[config.mk]
export PLATFORM = sky130hd
export DESIGN_NAME = convertidor_bcd_serie
export DESIGN_NICKNAME = d
export VERILOG_FILES = /design/src/rtl/convertidor_bcd_serie.sv
export SDC_FILE = /design/constraint.sdc
export NUM_CORES = 1
export LEC_CHECK = 0
export CORE_UTILIZATION = 43
export CTS_CLUSTER_DIAMETER = 100
export DETAILED_ROUTE_END_ITERATION = 10
export HOLD_SLACK_MARGIN = 0.02
export PLACE_DENSITY = 0.65
export SYNTH_ARGS = -nofsm -noshare
export SYNTH_HDL_FRONTEND = slang
export SYNTH_SLANG_ARGS = --single-unit
export TNS_END_PERCENT = 1
[constraint.sdc]
create_clock -name clk -period 1.8 [get_ports clk]
set_input_delay 0.18 -clock clk [delete_from_list [all_inputs] [get_ports clk]]
set_output_delay 0.18 -clock clk [all_outputs]
set_load 0.03 [all_outputs]
[src/rtl/convertidor_bcd_serie.sv]
// Sequential binary-to-BCD converter (shift-and-add-3, one bit per clock).
// Optional two's-complement input; result and sign are held until the next conversion.
module convertidor_bcd_serie #(
    parameter int ANCHO     = 8,
    parameter int DIGITOS   = 3,
    parameter int CON_SIGNO = 0
) (
    input  logic                   clk,
    input  logic                   rst,
    input  logic                   inicio,
    input  logic [ANCHO-1:0]       dato,
    output logic                   ocupado,
    output logic                   listo,
    output logic [4*DIGITOS-1:0]   decimal,
    output logic                   signo
);

    localparam int CW = $clog2(ANCHO);
    localparam logic [CW-1:0] CNT_INI = CW'(ANCHO - 1);

    function automatic logic [127:0] pot10(input int n);
        logic [127:0] r;
        r = 128'd1;
        for (int i = 0; i < n; i++) begin
            r = r * 128'd10;
        end
        return r;
    endfunction

    localparam logic [127:0] LIMITE = pot10(DIGITOS);
    localparam logic [127:0] MAXIMO = (128'd1 << ANCHO) - 128'd1;

    generate
        if ((ANCHO < 4) || (ANCHO > 32) || (LIMITE <= MAXIMO)) begin : g_param_invalido
            $error("convertidor_bcd_serie: ANCHO must be 4..32 and 10^DIGITOS must exceed 2^ANCHO-1");
        end
    endgenerate

    // Per-digit +3 correction; digits are independent, so no carry ripples between them.
    function automatic logic [4*DIGITOS-1:0] corrige(input logic [4*DIGITOS-1:0] b);
        logic [4*DIGITOS-1:0] r;
        r = b;
        for (int i = 0; i < DIGITOS; i++) begin
            if (b[4*i +: 4] >= 4'd5) begin
                r[4*i +: 4] = b[4*i +: 4] + 4'd3;
            end else begin
                r[4*i +: 4] = b[4*i +: 4];
            end
        end
        return r;
    endfunction

    typedef enum logic [1:0] {
        REPOSO   = 2'd0,
        DESPLAZA = 2'd1,
        FIN      = 2'd2
    } estado_t;

    estado_t                estado_q, estado_d;
    logic [CW-1:0]          cnt_q, cnt_d;
    logic [ANCHO-1:0]       sr_q, sr_d;
    logic [4*DIGITOS-1:0]   bcd_q, bcd_d;
    logic                   signo_int_q, signo_int_d;
    logic                   ocupado_q, ocupado_d;
    logic                   listo_q, listo_d;
    logic [4*DIGITOS-1:0]   decimal_q, decimal_d;
    logic                   signo_q, signo_d;

    logic                   neg_s;
    logic [ANCHO-1:0]       mag_s;
    logic [4*DIGITOS-1:0]   bcd_corr_s;
    logic [4*DIGITOS-1:0]   bcd_nuevo_s;
    logic [ANCHO-1:0]       sr_nuevo_s;

    // Magnitude of the input and one double-dabble step of the working registers.
    always_comb begin
        neg_s       = (CON_SIGNO != 0) && dato[ANCHO-1];
        mag_s       = neg_s ? (~dato + {{(ANCHO-1){1'b0}}, 1'b1}) : dato;
        bcd_corr_s  = corrige(bcd_q);
        bcd_nuevo_s = {bcd_corr_s[4*DIGITOS-2:0], sr_q[ANCHO-1]};
        sr_nuevo_s  = {sr_q[ANCHO-2:0], 1'b0};
    end

    // Next-state and next-output logic of the conversion FSM.
    always_comb begin
        estado_d    = estado_q;
        cnt_d       = cnt_q;
        sr_d        = sr_q;
        bcd_d       = bcd_q;
        signo_int_d = signo_int_q;
        ocupado_d   = 1'b0;
        listo_d     = 1'b0;
        decimal_d   = decimal_q;
        signo_d     = signo_q;
        case (estado_q)
            REPOSO, FIN: begin
                if (inicio) begin
                    estado_d    = DESPLAZA;
                    cnt_d       = CNT_INI;
                    sr_d        = mag_s;
                    bcd_d       = '0;
                    signo_int_d = neg_s;
                    ocupado_d   = 1'b1;
                end else begin
                    estado_d    = REPOSO;
                end
            end
            DESPLAZA: begin
                sr_d  = sr_nuevo_s;
                bcd_d = bcd_nuevo_s;
                // Last iteration publishes its result directly so it is visible in FIN.
                if (cnt_q == '0) begin
                    estado_d  = FIN;
                    listo_d   = 1'b1;
                    decimal_d = bcd_nuevo_s;
                    signo_d   = signo_int_q;
                end else begin
                    cnt_d     = cnt_q - CW'(1);
                    ocupado_d = 1'b1;
                end
            end
            default: begin
                estado_d = REPOSO;
            end
        endcase
    end

    // State and output registers; reset aborts any conversion in flight.
    always_ff @(posedge clk) begin
        if (rst) begin
            estado_q    <= REPOSO;
            cnt_q       <= '0;
            sr_q        <= '0;
            bcd_q       <= '0;
            signo_int_q <= 1'b0;
            ocupado_q   <= 1'b0;
            listo_q     <= 1'b0;
            decimal_q   <= '0;
            signo_q     <= 1'b0;
        end else begin
            estado_q    <= estado_d;
            cnt_q       <= cnt_d;
            sr_q        <= sr_d;
            bcd_q       <= bcd_d;
            signo_int_q <= signo_int_d;
            ocupado_q   <= ocupado_d;
            listo_q     <= listo_d;
            decimal_q   <= decimal_d;
            signo_q     <= signo_d;
        end
    end

    assign ocupado = ocupado_q;
    assign listo   = listo_q;
    assign decimal = decimal_q;
    assign signo   = signo_q;

endmodule

Word-level counts from Yosys, hierarchy flattened
Index checks and enable logic that the tools add are counted.
- shifts and indexed selects: 0
- equal/unequal tests: 5
- $add $sub $neg: 4
- div/mod/pow operators: 0
- $mul: 0
- bitwise logic cells: 1
- muxes and demuxes: 17
- $lt $le $gt $ge: 3
- reduce and logical (&&, ||, !) cells: 8
- operators by type and width (cell ; number):
    $pmux W12 S2 ; 1
    $pmux W8 S2 ; 1
    $ge A4 B3 Y1 const B ; 3
    $mux W12 ; 1
    $mux W3 ; 3
    $add A4 B2 Y4 const B ; 2
    $mux W4 ; 2
    $mux W8 ; 1
    $ne A2 B2 Y1 const B ; 3
    $pmux W3 S2 ; 1
    $mux W1 ; 4
    $pmux W2 S2 ; 1
    $reduce_and A2 Y1 ; 2
    $reduce_or A2 Y1 ; 2
    $add A3 B2 Y3 const B ; 1
    $logic_not A3 Y1 ; 1
    $reduce_and A3 Y1 ; 1
    $sub A3 B1 Y3 const B ; 1
    $eq A2 B1 Y1 const B ; 1
    $eq A2 B2 Y1 const B ; 1
    $logic_not A2 Y1 ; 1
    $mux W2 ; 1
    $pmux W1 S2 ; 1
    $reduce_bool A2 Y1 ; 1
    $not A1 Y1 ; 1
- register bits after elaboration: 39
- memory bits (read-only): 0
- word-level logic and storage cells: 45
- memory bits (writable): 0
- bits in latches: 0
- output and inout port bits: 15
- memories: 0
- input bits: 11

Depth between registers and ports, before layout
- depth after elaboration: 4
- depth in mapped cells: 7
- depth with buffers taken out: 6

Worst setup path after synthesis
OpenSTA, ideal clock, no wires.
- path type: register to register
- start point: register bcd_q[0]
- end point: register bcd_q[2]
- data required time: 1.724 ns
- setup time: 0.076 ns
- clock period less this slack: 1.465 ns
- stages on the path, launching flop included: 7
- path buffers: 0
- setup slack: 0.335 ns
- arrival time: 1.389 ns
- cell sequence: dfxtp_1 -> inv_1 -> ha_1 -> nand2b_1 -> a21oi_1 -> mux2_2 -> o22ai_1
- cells in the longest elaborated chain, start to end: 3
- elaborated cells between the ends (all ways): 4
- those cells by class: 1 x add/sub; 1 x order compare; 2 x mux
- ends and longest elaborated chain (element ; RTL line ; source):
    start, declared ; 62 ; logic [4*DIGITOS-1:0] bcd_q, bcd_d;
    start signal, assigned ; 134 ; bcd_q <= '0;
    start signal, assigned ; 144 ; bcd_q <= bcd_d;
    $add A4 B2 Y4 / $ge A4 B3 Y1 (equally long branches) ; 45, 44 ;
    $mux W4 * ; 44 ; if (b[4*i +: 4] >= 4'd5) begin
    $pmux W12 S2 * ; 95 ; case (estado_q)
Every way passes the cells marked *; elsewhere a longest branch is shown, timed or not.
A chain may end at the register's enable or synchronous reset.

Worst setup path in the final report
- start point: register bcd_q[4]
- end point: register bcd_q[6]
Same word-level chain as after synthesis.

==> flow_summary.rst <==
.. list-table::
   :header-rows: 1

   * - Metric
     - Value
   * - Outcome
     - complete, no violations
   * - Boundary pin count
     - 26
   * - Diodes inserted
     - 0
   * - Final ANT Viol Nets
     - 0
   * - Worst Path Required
     - 2020 ps
   * - Number of max-slew violations in the final report
     - 0
   * - Initial cell density of the core
     - between 40% and 50%
   * - Number of buffers inserted by port buffering
     - 24
   * - Iter 0 DRT Violations
     - between 100 and 150
   * - Overall fraction of global-route tracks in use
     - between 10% and 20%
   * - Share of synthesized cell area in and, or, nand and nor gates
     - roughly 17%
   * - Clock skew
     - around 7.8 ps
   * - Leakage power total
     - 0.782 nW
   * - Worst setup slack before clock tree synthesis
     - about 170 ps
   * - Dominant cell by count in the synthesized netlist
     - dfxtp_1
   * - Share of post-route cells with drive strength above 1
     - between 10% and 20%
   * - Clock latency of the later-clocked register in the worst-skew pair
     - between 200 and 300 ps
   * - Avg Cell Area, Syn
     - between 9 and 10 um^2
   * - Vias in the first global route
     - 1403
   * - TritonRoute pass-1 iters
     - 4
   * - RSZ-0062 raised after global routing
     - false
   * - Share of the synthesized area in the top cell type
     - 43.1%
   * - Capturing element type of the critical path
     - register
   * - Dominant combinational cell family by area after synthesis
     - compound AO/OA/AOI/OAI gates
   * - Area of the placeable core
     - 4030 um^2
   * - # DRC
     - 0
   * - Final cycle utilization of the critical path
     - between 90% and 100%
   * - Primary flip-flop cell chosen by synthesis mapping
     - dfxtp_1
   * - Leading post-synthesis cells by instance count
     - 39 x dfxtp_1, 20 x nor2_1, 14 x a211oi_1
   * - Detailed-placement wirelength estimate
     - 2.69 mm
   * - Number of buffers inserted to repair setup after CTS
     - 0
   * - Fraction of registers with async set or reset after synthesis
     - 0%
   * - Library cells used by synthesis
     - 30
   * - Final Routed Wirelength
     - roughly 3.8 mm
   * - Via count
     - 1428
   * - Die Footprint
     - roughly 4500 um^2
   * - Site row count
     - 23
   * - Clock period minus worst slack
     - between 1500 and 2000 ps
   * - TritonCTS sink count
     - 39
   * - Post-synth EDFFs
     - 0
   * - Worst EP arrival
     - approximately 1900 ps
   * - Adder and majority cell fraction of the synthesized area
     - between 5 and 6%
   * - TritonCTS clock tree
     - yes
   * - Compound-Gate Fraction of Synth Area
     - between 10% and 20%
   * - Power density cells
     - around 840 nW/um^2
   * - Number of nets in the final layout
     - 237
   * - Die Span X
     - ~67 um
   * - Initial antenna violation count
     - 0
   * - Final total negative setup slack
     - 0 ps
   * - Timing-limited maximum frequency
     - around 0.60 GHz
   * - Grt ovf
     - 0
   * - Final weighted congestion of routability-driven global placement
     - 0.803
   * - Root Buffer Master
     - clkbuf_8
   * - Die outline height
     - between 60 and 70 um
   * - Average vias per placed instance
     - 5.33
   * - Leading cell types by total area after synthesis
     - dfxtp_1 43%, a211oi_1 5.8%, ha_1 5.5%, mux2i_1 4.4%, nor2_1 4.1%
   * - Synthesized flop and latch total
     - 39
   * - Largest net degree at the start of global routing
     - 23
   * - Instance count of the mapped netlist
     - 193
   * - Total of cells resized after clock tree synthesis
     - 0
   * - Post-synthesis mux area share
     - approximately 6.3%
   * - Yosys warnings
     - 0
   * - Buffers from clock root to sink, at most
     - 2
   * - Total count of hold-check failures in the final report
     - 0
   * - Worst supply voltage drop on vdd
     - between 0.5 and 0.6 mV
   * - Wire length per cell
     - 14.2 um
   * - Top cell type by total area after synthesis
     - dfxtp_1
   * - Number of buffers added by the clock tree synthesis step
     - 5
   * - Clock slew at the register clock pins of the worst setup and hold paths
     - 80 ps
   * - Kind of start point of the critical path
     - register
   * - Number of max-cap violations
     - 0
   * - HP Class
     - register to register
   * - Post-synthesis sequential area ratio
     - 43.1%
   * - Number of buffers inserted by hold repair at cts
     - 0
   * - Biggest fanout along the worst timing path
     - 5
   * - Net count after synthesis
     - ~210
   * - Layout overhead on the synthesized area
     - 19.9%
   * - Netlist Area Pre-Place
     - 1810 um^2
   * - Global-route wire length before repair
     - between 6 and 7 mm
   * - Critical path type
     - register to register
   * - Xor and xnor fraction of the mapped netlist area
     - approximately 1.4%
   * - Number of failing setup endpoints in the final timing report
     - 0
   * - Setup ws final
     - around 120 ps
   * - Worst-case register-to-register setup slack
     - around 120 ps
   * - H-tree depth reported by CTS
     - 2
## where the power goes
part / switching (mW) / leakage, nW / internal (mW)
registers: 0.0248 / 0.318 / 0.910
logic: 0.169 / 0.417 / 0.128
clock network: 0.302 / 0.0470 / 0.301
total: 0.495 / 0.782 / 1.34
## metrics by stage
step	power [mW]	hold slack (ps)	instance area (um^2)	util, %	instances
5_1_grt	1.93	500	2170	54.0	268
3_5_place_dp	1.25	466	2090	51.8	261
4_1_cts	1.85	479	2170	54.0	268
2_1_floorplan	1.16	341	1810	-	193
6_report	1.83	476	2170	54.0	268
3_3_place_gp	1.24	456	2090	51.8	261
## cells by family after synthesis
logic type | Yosys count
XOR/XNOR | 3
multiplexers | 11
adder cells (fa/ha/maj) | 8
flip-flops | 39
AND/OR/NAND/NOR | 56
buffers and inverters | 25
other | 1
AO/OA/AOI/OAI | 50
## routing by layer
| metal | global-route usage (%) | routed length [um] |
|---|---|---|
| met2 | 30.6 | 1850 |
| met5 | 0 | 0 |
| met3 | 7.36 | 172 |
| met1 | 22.4 | 1710 |
| met4 | 10.9 | 57 |
## worst max-delay path: stages, from the launching register on
cell	delay, ps
dfxtp_1	330
inv_1	120
ha_1	270
nand2b_1	90
a21oi_1	250
mux2_2	390
o22ai_1	150
## final timing paths
path,from,to,cells past startpoint
worst max-delay path,bcd_q[4],bcd_q[6],6
worst max register to register,bcd_q[4],bcd_q[6],6
worst min register to register,cnt_q[0],cnt_q[0],1
worst min-delay path,cnt_q[0],cnt_q[0],1
## layout by cell type (no fill, tap or decap)
master,synthesis,routed
clkbuf_8,0,6
a21oi_2,1,1
a31o_2,1,1
or3_1,5,5
nand2b_2,1,1
conb_1,1,1
dfxtp_1,39,39
nor2_1,20,20
nand3b_1,3,3
nor2b_4,1,1
o22ai_1,10,10
ha_1,8,8
o22ai_2,5,5
nor3_1,5,5
nand2b_1,11,11
buf_4,2,8
nand3_1,3,3
nor3b_1,5,5
and3_1,1,1
a21oi_1,12,12
a22oi_1,2,2
clkdlybuf4s50_1,0,24
inv_1,11,11
nor2b_1,1,1
xnor2_1,3,3
mux2_2,3,3
o21ai_0,5,5
mux2i_1,8,8
a211oi_1,14,14
clkinv_2,0,1
## area by class of cell
type	instances	area, um^2
flip-flops and latches	39	781
well taps	50	62.6
clock buffers	6	82.6
multi-input cells	129	902
clock inverters	1	5.00
fillers	375	1850
repair buffers	32	300
inverters	11	41.3
## flip-flops by register name, summed over array words and instances (netlist names)
register / flops
bcd_q: 12
cnt_q: 3
decimal: 12
estado_q: 2
listo: 1
ocupado: 1
sr_q: 8
(Power assumes the default switching activity.)
